==> config.mk <==
export PLATFORM = sky130hd
export DESIGN_NAME = seg7_scan_ctrl
export DESIGN_NICKNAME = d
export VERILOG_FILES = /design/src/rtl/seg7_scan_ctrl.sv
export SDC_FILE = /design/constraint.sdc
export NUM_CORES = 1
export LEC_CHECK = 0
export CORE_MARGIN = 2
export CORE_UTILIZATION = 45
export CTS_BUF_LIST = sky130_fd_sc_hd__clkbuf_4
export DETAILED_ROUTE_END_ITERATION = 10
export PLACE_DENSITY = 0.71
export SETUP_SLACK_MARGIN = 0.15
export SYNTH_ARGS = -nofsm -noshare
export SYNTH_HDL_FRONTEND = slang
export SYNTH_SLANG_ARGS = --single-unit
==> constraint.sdc <==
create_clock -name clk -period 4.7 [get_ports clk]
set_input_delay 0.94 -clock clk [delete_from_list [all_inputs] [get_ports clk]]
set_output_delay 0.94 -clock clk [all_outputs]
set_load 0.05 [all_outputs]
==> src/rtl/seg7_scan_ctrl.sv <==
// Multiplexed 7-segment scan controller with a double-buffered ASCII frame.
// Each digit slot is a blanking gap followed by a lit window.
module seg7_scan_ctrl #(
    parameter int NUM_DIGITS = 8,
    parameter int SCAN_DIV   = 100000,
    parameter int BLANK_CYC  = 1000
) (
    input  logic                  clk,
    input  logic                  rst_n,
    input  logic                  wr_en,
    input  logic [2:0]            wr_addr,
    input  logic [7:0]            wr_data,
    input  logic                  commit,
    input  logic                  display_en,
    output logic [7:0]            ch,
    output logic [NUM_DIGITS-1:0] an,
    output logic                  commit_pending,
    output logic                  frame_start
);

    typedef enum logic {
        ST_BLANK,
        ST_ON
    } state_t;

    localparam logic [31:0] BLANK_LAST = 32'(BLANK_CYC - 1);
    localparam logic [31:0] ON_LAST    = 32'(SCAN_DIV - BLANK_CYC - 1);
    localparam logic [2:0]  DIGIT_LAST = 3'(NUM_DIGITS - 1);
    localparam logic [7:0]  SPACE      = 8'h20;

    state_t                  state_q, state_d;
    logic [31:0]             cnt_q, cnt_d;
    logic [2:0]              digit_q, digit_d;
    logic [7:0]              shadow_q [NUM_DIGITS];
    logic [7:0]              shadow_d [NUM_DIGITS];
    logic [7:0]              active_q [NUM_DIGITS];
    logic [7:0]              active_d [NUM_DIGITS];
    logic                    pend_q, pend_d;
    logic [NUM_DIGITS-1:0]   an_q, an_d;
    logic [7:0]              ch_q, ch_d;
    logic                    boundary;
    logic                    do_copy;

    always_comb begin
        state_d  = state_q;
        cnt_d    = cnt_q + 32'd1;
        digit_d  = digit_q;
        boundary = 1'b0;
        unique case (state_q)
            ST_BLANK: begin
                if (cnt_q == BLANK_LAST) begin
                    state_d = ST_ON;
                    cnt_d   = '0;
                end
            end
            ST_ON: begin
                if (cnt_q == ON_LAST) begin
                    state_d = ST_BLANK;
                    cnt_d   = '0;
                    if (digit_q == DIGIT_LAST) begin
                        digit_d  = '0;
                        boundary = 1'b1;
                    end else begin
                        digit_d = digit_q + 3'd1;
                    end
                end
            end
            default: begin
                state_d = ST_BLANK;
                cnt_d   = '0;
            end
        endcase
    end

    // A commit landing on the boundary still copies, and stays pending.
    always_comb begin
        do_copy = boundary && (pend_q || commit);
        pend_d  = boundary ? commit : (pend_q || commit);
        for (int i = 0; i < NUM_DIGITS; i++) begin
            shadow_d[i] = shadow_q[i];
            active_d[i] = active_q[i];
            if (wr_en && (wr_addr == 3'(i))) begin
                shadow_d[i] = wr_data;
            end
            if (do_copy) begin
                active_d[i] = shadow_q[i];
            end
        end
    end

    always_comb begin
        an_d = '1;
        ch_d = SPACE;
        if ((state_q == ST_ON) && display_en) begin
            for (int i = 0; i < NUM_DIGITS; i++) begin
                if (digit_q == 3'(i)) begin
                    an_d[i] = 1'b0;
                    ch_d    = active_q[i];
                end
            end
        end
    end

    always_ff @(posedge clk) begin
        if (!rst_n) begin
            state_q <= ST_BLANK;
            cnt_q   <= '0;
            digit_q <= '0;
            pend_q  <= 1'b0;
            an_q    <= '1;
            ch_q    <= SPACE;
            for (int i = 0; i < NUM_DIGITS; i++) begin
                shadow_q[i] <= SPACE;
                active_q[i] <= SPACE;
            end
        end else begin
            state_q <= state_d;
            cnt_q   <= cnt_d;
            digit_q <= digit_d;
            pend_q  <= pend_d;
            an_q    <= an_d;
            ch_q    <= ch_d;
            for (int i = 0; i < NUM_DIGITS; i++) begin
                shadow_q[i] <= shadow_d[i];
                active_q[i] <= active_d[i];
            end
        end
    end

    assign ch             = ch_q;
    assign an             = an_q;
    assign commit_pending = pend_q;
    assign frame_start    = boundary;

endmodule

==> impl_metrics.toml <==
[worst_hold_path]
hold_class = "flop to flop"

[layout]
finalInstanceArea_um2 = 8450
nets = 972
multiInputGateArea_um2 = 3800
area_delta_synth_final_pct = 7.10
drive_gt1_share_pct = 15.0
fillerInstances = 1701
register_area_um2 = 3620

[clocking]
clock_sinks = 181
cts_buffers = 17
h-tree-depth = 4
ctsHoldBuffers = 0
cts_resized = 0
cts_setup_buffers = 0
clock_latency_ns = 0.59
cts_buffer_depth = 2
clk_pin_slew_ns = 0.15
cts_tree = "yes"
cts-root-buf = "clkbuf_4"

[yosys]
synth_nets = 973
synthFlopType = "dfxtp_1"
ys_warn_count = 0
ys_ff_latch = 181
yosysUniqueCellTypes = 50
yosysSeqAreaShare_pct = 45.9
async_flop_share_pct = 0
synth_edf_count = 0
synthCells = 950
syn_area_um2 = 7890
syn_avg_cell_area_um2 = 8.31

[sta]
rsz0062_at_grt = "false"
clock-skew-final_ns = 0.0255
setup_tns_ns = 0
period_needed_ns = 3.58
fmax_mhz = 279
max_slew_margin_pct = 16.9
hold_viol = 0
fin_crit_sh_pct = 76.2
drv_slew = 0
max_slew.worst_pin.slew_ns = 1.24
setup_viol = 0

[power]
powerDensity_nw_per_um2 = 293
p_leak_nw = 2.70
irDropWorstVdd_mv = 0.183

[global_route]
grt_pass1_vias = 5813
grt_max_degree = 116
grt_use_total_pct = 20.6
grt_overflow = 0
antenna_found_initial = 1
grt_pass1_wl_um = 29800

[routing]
wl_per_cell_um = 15.3
vias = 6303
wl_um = 18200
dr.first_iter.drc_count = 519
vias_per_cell = 5.31
remaining_drc_errors = 0
firstDrtPassIters = 6
ant_nets = 0

[placed_design]
placed_cell_area_um2 = 8190
hpwl_um = 11800
routabilityCongestion = 0.868
port-buffer-count = 33

[floorplanning]
coreArea_um2 = 17200
fp-row-count = 48
ios = 34
fp.dieH_um = 136
die_width_um = 136
die_area_um2 = 18600
initial_core_util_pct = 45.8

[worst_setup_path]
worstSetupEndpointType = "primary output"
required_ns = 3.76
path_class = "flop to primary output"
cp-start-kind = "flop"
arrival_ns = 2.64
crit_fanout = 5

[status]
outcome = "finished clean"

[job]
maxCapViolations = 0
## per-stage QoR
stage                     cells  util (%)  hold WS [ns]  power, mW  setup slack (ns)
final                      1187      49.0         0.453       2.48              1.12
after global routing       1187      49.0         0.477       2.58             0.894
after CTS                  1186      49.0         0.465       2.50              1.12
after detailed placement   1155      47.5         0.446       1.69              1.57
after global placement     1155      47.5         0.440       1.69              1.66
after floorplan             950         -         0.426       1.66              2.28
## power breakdown
group / switching (mW) / leakage [nW] / total (mW) / internal (mW)
sequential: 0.00998 / 1.46 / 1.56 / 1.55
clock: 0.552 / 0.128 / 0.815 / 0.263
combinational: 0.0717 / 1.11 / 0.102 / 0.0303
## synth_stat cells, drive strengths merged, types with 2 or more instances
| cell type | count | area (µm²) |
|---|---|---|
| a221oi | 6 | 52.6 |
| nand3 | 41 | 215 |
| o21ai | 17 | 85.1 |
| a2111oi | 13 | 114 |
| dfxtp | 181 | 3620 |
| nand2b | 5 | 31.3 |
| nor3b | 3 | 22.5 |
| xor2 | 3 | 26.3 |
| and2 | 5 | 31.3 |
| inv | 25 | 93.8 |
| nor2 | 55 | 206 |
| and4bb | 2 | 25.0 |
| and3 | 6 | 42.5 |
| and3b | 7 | 61.3 |
| nand4 | 9 | 71.3 |
| a21oi | 122 | 806 |
| mux2i | 3 | 30.0 |
| nand2 | 295 | 1210 |
| nor3 | 19 | 95.1 |
| nor2b | 6 | 37.5 |
| and4 | 9 | 83.8 |
| ha | 7 | 87.6 |
| buf | 28 | 255 |
| a32o | 2 | 20.0 |
| o21a | 3 | 22.5 |
| nor4 | 13 | 115 |
| xnor2 | 26 | 228 |
| clkbuf | 31 | 116 |
## cell usage in the layout, fill, tap and decap left out, types with 7 or more instances in the layout
cell	netlist	routed
nand2_2	42	42
inv_1	24	24
a2111oi_0	13	13
a21oi_2	52	52
dfxtp_1	181	181
a21oi_1	70	70
and4_1	7	7
clkdlybuf4s50_1	0	33
nand4_1	8	8
nor4_1	9	9
xnor2_1	26	26
nand2_1	253	253
o21ai_0	17	17
nor3_1	19	19
ha_1	7	7
clkbuf_4	0	17
nand3_1	39	39
nor2_1	55	55
and3b_1	7	7
## path summary, 6_finish.rpt
check	from	depth (start not counted)	slack, ns	end
hold / removal	shadow_q[0][15]	2	0.45	active_q[0][15]
hold reg to reg	shadow_q[0][15]	2	0.45	active_q[0][15]
setup reg to reg	digit_q[0]	7	1.81	ch[3]
setup / recovery	cnt_q[27]	5	1.12	frame_start
## state kept, by name (all words and copies together), names as in the netlist
| signal | cells |
|---|---|
| shadow_q | 64 |
| ch | 8 |
| cnt_q | 32 |
| commit_pending | 1 |
| digit_q | 3 |
| state_q | 1 |
| active_q | 64 |
| an | 8 |
## per-layer routing
metal / up-vias / part of all wire [%] / GRT usage (%)
li1: 3173 / - / -
met1: 2918 / 47 / 29.3
met2: 185 / 44 / 30.4
met3: 27 / 7.6 / 4.62
met4: 0 / 2.0 / 7.64
met5: - / 0 / 0
## worst max-delay path, stage by stage, from the launching register on
cell	delay (ns)
dfxtp_1	0.39
nor4_1	0.38
nand4_1	0.13
nor2_1	0.16
and4_1	0.21
clkdlybuf4s50_1	0.80
## area by class of cell
type | count | share of cell area [%]
multi-input combinational | 685 | 45.0
sequential | 181 | 42.9
timing repair buffer | 39 | 4.59
tap | 225 | 3.33
clock inverter | 14 | 1.54
clock buffer | 17 | 1.51
inverter | 25 | 1.14
antenna | 1 | 0.0296
## cells by family (layout without fill, tap and decap cells)
group	after synthesis	count (layout)	synth area share [%]
xor gates and xnor gates	29	29	3.22
AOI/OAI and AO/OA	170	170	14.7
DFF	181	181	45.9
and+or+nand+nor	476	476	28.8
buffers and inverters	84	95	5.90
muxes	3	3	0.380
other	0	1	0
adders and majority gates	7	7	1.11
Note: power is estimated with default switching activity, not from simulation.
